===== src/rtl/edge_capture_bank.sv =====
// -----------------------------------------------------------------------------
// edge_capture_bank
//
// Multi-channel edge detector and capture register. Each event line is passed
// through a SYNC-deep synchroniser plus a history flop. A per-channel mode picks
// which transitions count as events. Each event does three things:
//   - fires a one-cycle strobe,
//   - captures the shared data bus into the channel's register,
//   - sets a sticky pending flag.
//
// Ports:
//   clk       rising-edge clock for all state
//   rst_n     synchronous, active-low reset
//   sig       [CH-1:0]    event lines, may be asynchronous to clk
//   mode      [2*CH-1:0]  per-channel edge select at [2i+1:2i]:
//                         00 off, 01 rising, 10 falling, 11 both
//   din       [W-1:0]     shared data bus, sampled when an edge is detected
//   clr       [CH-1:0]    per-channel clear of pending and overrun
//   pulse     [CH-1:0]    one-cycle strobe per detected edge
//   pending   [CH-1:0]    sticky "edge captured, not yet cleared"
//   overrun   [CH-1:0]    sticky "edge arrived while pending already set"
//   cap_data  [CH*W-1:0]  captured din, channel i at [W*i+W-1:W*i]
// -----------------------------------------------------------------------------
module edge_capture_bank #(
  parameter int CH   = 4,
  parameter int W    = 8,
  parameter int SYNC = 2
) (
  input  logic              clk,
  input  logic              rst_n,
  input  logic [CH-1:0]     sig,
  input  logic [2*CH-1:0]   mode,
  input  logic [W-1:0]      din,
  input  logic [CH-1:0]     clr,
  output logic [CH-1:0]     pulse,
  output logic [CH-1:0]     pending,
  output logic [CH-1:0]     overrun,
  output logic [CH*W-1:0]   cap_data
);

  // The synchroniser and history flops need SYNC+1 clocks after reset before
  // they reflect the real line level. Until then, a line that was already high
  // would look like a rising edge, so detection stays gated off.
  localparam int ARM_MAX = SYNC + 1;
  localparam int CW      = $clog2(ARM_MAX + 1);

  logic [CW-1:0] r_arm_cnt;
  logic          w_armed;

  always_ff @(posedge clk) begin
    if (!rst_n) begin
      r_arm_cnt <= '0;
    end else if (r_arm_cnt != CW'(ARM_MAX)) begin
      r_arm_cnt <= r_arm_cnt + CW'(1);
    end
  end

  assign w_armed = (r_arm_cnt == CW'(ARM_MAX));

  genvar gi;
  generate
    for (gi = 0; gi < CH; gi++) begin : g_ch
      logic [SYNC-1:0] r_sync;
      logic            r_hist;
      logic            w_rise;
      logic            w_fall;
      logic            w_edge;
      logic            r_pulse;
      logic            r_pending;
      logic            r_overrun;
      logic [W-1:0]    r_cap;

      assign w_rise = r_sync[SYNC-1] & ~r_hist;
      assign w_fall = ~r_sync[SYNC-1] & r_hist;

      // mode acts only as a mask on the transition terms. A mode change
      // therefore cannot produce an edge by itself.
      assign w_edge = w_armed & ((mode[2*gi] & w_rise) | (mode[2*gi+1] & w_fall));

      always_ff @(posedge clk) begin
        if (!rst_n) begin
          r_sync    <= '0;
          r_hist    <= 1'b0;
          r_pulse   <= 1'b0;
          r_pending <= 1'b0;
          r_overrun <= 1'b0;
          r_cap     <= '0;
        end else begin
          // The synchroniser and history flops keep tracking sig while the
          // channel is still disarmed.
          r_sync[0] <= sig[gi];
          for (int k = 1; k < SYNC; k++) begin
            r_sync[k] <= r_sync[k-1];
          end
          r_hist  <= r_sync[SYNC-1];
          r_pulse <= w_edge;

          if (w_edge) begin
            // The latest event always wins the capture register.
            r_cap     <= din;
            r_pending <= 1'b1;
            // A clear in the same cycle consumes the older event, so no
            // overrun is recorded. Otherwise an edge on top of an
            // uncleared one is an overrun.
            if (clr[gi]) begin
              r_overrun <= 1'b0;
            end else if (r_pending) begin
              r_overrun <= 1'b1;
            end
          end else if (clr[gi]) begin
            r_pending <= 1'b0;
            r_overrun <= 1'b0;
          end
        end
      end

      assign pulse[gi]            = r_pulse;
      assign pending[gi]          = r_pending;
      assign overrun[gi]          = r_overrun;
      assign cap_data[W*gi +: W]  = r_cap;
    end
  endgenerate

endmodule


===== config.mk =====
export PLATFORM = sky130hd
export DESIGN_NAME = edge_capture_bank
export DESIGN_NICKNAME = d
export VERILOG_FILES = /design/src/rtl/edge_capture_bank.sv
export SDC_FILE = /design/constraint.sdc
export NUM_CORES = 1
export LEC_CHECK = 0
export ABC_AREA = 0
export BUFFER_PORTS_ARGS = -buffer_cell sky130_fd_sc_hd__buf_2
export CAP_MARGIN = 10
export CORE_UTILIZATION = 54
export DETAILED_ROUTE_END_ITERATION = 6
export GPL_TIMING_DRIVEN = 0
export PLACE_DENSITY = 0.85
export SYNTH_ARGS = -nofsm -noshare
export SYNTH_HDL_FRONTEND = slang
export SYNTH_SLANG_ARGS = --single-unit

===== constraint.sdc =====
create_clock -name clk -period 2.8 [get_ports clk]
set_clock_uncertainty 0.1 [all_clocks]
set_input_delay 0.14 -clock clk [delete_from_list [all_inputs] [get_ports clk]]
set_output_delay 0.14 -clock clk [all_outputs]
set_load 0.01 [all_outputs]

==> out/results.txt <==
status - completed
commonest cells after routing, fill and taps aside - buf_2 (73), dfxtp_1 (58), nand2_1 (40)
GRT Total Usage - 23.5%
Stages on worst setup path - 5
CTS tree - built
Power Total - 1.69 mW
combinational family with the most area after synthesis - simple AND/OR/NAND/NOR gates
Final ANT Viol Nets - 0
Yosys warning count - 0
clock slew at reported path FFs - 0.07 ns
# diodes - 0
root buf cell - clkbuf_8
Syn Area/Cell - 10.9 µm²
CP top delay family - simple AND/OR/NAND/NOR gates
Flop pwr share - 50.5%
worst path arrival time - 1.66 ns
area share of and/or/nand/nor cells after synthesis - 20.5%
Sum Neg Setup Slack - 0 ns
Post-DP HPWL - 3090 µm
P_leak - 1.48 nW
buffer count from post-CTS setup fixing - 0
vias in the first global route - 1634
syn_nets - 230
Cell Int Power - 1.32 mW
Final Cycle Share - 54.1%
Buffers on Ports - 68
initial antenna violation count - 0
commonest non-fill, non-tap cell in the layout - buf_2
clock latency on the worst-skew pair - 0.33 ns
Unique masters post-synth - 17
nature of the critical path startpoint - flop
fmax - 660 MHz
Critical Path Max Stage Delay - 0.36 ns
layout overhead on the synthesized area - 30.1%
critical path class - flop to flop
first-pass GRT wire length - 7430 µm
largest net degree at the start of global routing - 11
register bit total from synthesis - 58
Mapped Area - 0.00221 mm²
1st-iter DRT viols - 31
Period minus WS final - 1.52 ns
Core Footprint - 0.00380 mm²
worst min path class - primary input to flop
Nets - 317
Vias per Instance - 4.89
CP Buf/Inv Count - 1
Sink Count - 58
worst-case reg-to-reg path depth - 5
Seq/Total Area, Yosys - 52.4%
required time of the critical path - 2.95 ns
Post-Synth XOR/XNOR Area - 0.395%
htree depth - 3
post-route setup slack - 1.28 ns
worst slew pin tran - 0.361 ns
Clock Path Buffers - 2
Crit. End Element - flop
Die Height - 66.0 µm
Place WS - 1.32 ns
drt drc - 0
layout cells sized above 1 - 37.8%
final hold vios - 0
critical path peak fanout - 10
Sw Share - 21.6%
die width - 66.0 µm
Slowest-stage cell, CP - dfxtp_1
adder-cell share of the synthesized area - 0.565%
VDD IR max - 0.000438 V
Rel. slew slack - 75.9%
vias after detailed routing - 1672
hold path cells - 3
number of buffers created by CTS - 9
Post-Route WL - 4710 µm
I/O pins - 70
wire per inst - 13.8 µm
post-synthesis cell count - 203
critical-path cell list - ha_1 > buf_6 > nand4b_2 > nand2_4 > mux2i_1
Sw Pwr - 0.365 mW
Slew Viols, Final - 0
total gr overflow - 0
mux cell area share after synthesis - 14.9%
die area - 0.00436 mm²
internal reg-to-reg setup slack - 1.28 ns
endpoints failing setup - 0
Detailed Routing Iterations Pass 1 - 4
compound-gate portion of the synthesized area - 4.52%
RSZ-0062 raised after global routing - false
Final GP Congestion - 0.744
combinational fraction of design power - 6.4%
starting density of the core - 58.3%
clock network power share - 43.0%
Max-Cap Viols - 0
Power Density - 586 mW/mm²
Rows - 22
## power groups by stage
stage / clock network, mW / registers (mW) / logic, mW
after floorplan: 0 / 0.870 / 0.0600
after global placement: 0 / 0.870 / 0.0961
after detailed placement: 0 / 0.871 / 0.0998
after CTS: 0.738 / 0.853 / 0.109
after global routing: 0.779 / 0.854 / 0.118
final: 0.726 / 0.853 / 0.109
## worst paths after layout
check	start	end
worst min register to register	g_ch[0].r_sync[0]	g_ch[0].r_sync[1]
worst max register to register	r_arm_cnt[0]	g_ch[0].r_cap[3]
worst max-delay path	r_arm_cnt[0]	g_ch[0].r_cap[3]
worst min-delay path	din[1]	g_ch[2].r_cap[1]
## final cells by class
class                      count  area (µm²)
sequential                    58        1160
fill                         286         918
multi-input combinational    121         905
timing repair buffer          76         420
clock buffer                  12         145
buffer                        20         134
tap                           48        60.1
clock inverter                 3        40.0
inverter                       4        15.0
## state kept, by name (all words and copies together), names as in the netlist
register,flops
g_ch.r_hist,4
g_ch.r_pulse,4
g_ch.r_pending,4
g_ch.r_overrun,4
r_arm_cnt,2
g_ch.r_cap,32
g_ch.r_sync,8
## metal layers
layer / up-vias / share of wire [%] / track usage (%)
met5: - / 0 / 0
met4: 0 / 0.93 / 9.31
met3: 4 / 6.8 / 10.0
met2: 49 / 47 / 38.5
met1: 781 / 45 / 27.0
li1: 838 / - / -
## synthesized netlist by cell type, drive strengths merged
library cell / count / area (µm²)
o211a: 4 / 40.0
clkbuf: 2 / 7.51
nand2: 44 / 195
dfxtp: 58 / 1160
nor2b: 5 / 31.3
ha: 1 / 12.5
inv: 4 / 15.0
a21boi: 4 / 30.0
buf: 18 / 126
nand4b: 8 / 120
xnor2: 1 / 8.76
and2: 17 / 106
mux2i: 33 / 330
o21a: 4 / 30.0
## timing repair
action | 4_1_cts | 5_1_grt
hold endpoints to repair | 8 | 0
hold buffers | 8 | 0
gates resized for setup | 0 | 0
## stage by stage
step | area [µm²] | cells | util (%) | hold WS (ns)
finish | 2880 | 342 | 75.8 | 0.0428
global route | 2880 | 342 | 75.8 | 0.0663
CTS | 2880 | 342 | 75.8 | 0.0354
detailed placement | 2620 | 319 | 68.8 | 0.250
global placement | 2620 | 319 | 68.8 | 0.252
floorplan | 2210 | 203 | - | 0.162
## worst register-to-register path: cells and delay by family (launching register included)
family	cells	cell delay (ns)
mux	1	0.25
fa+ha+maj	1	0.18
buf+inv	1	0.17
flops	1	0.36
simple gates	2	0.39
## logic make-up after synthesis
logic type | after synthesis
XOR/XNOR | 1
flip-flops | 58
buffers and inverters | 24
adder cells (fa/ha/maj) | 1
AND/OR/NAND/NOR | 74
multiplexers | 33
AO/OA/AOI/OAI | 12
Note: power is estimated with default switching activity, not from simulation.
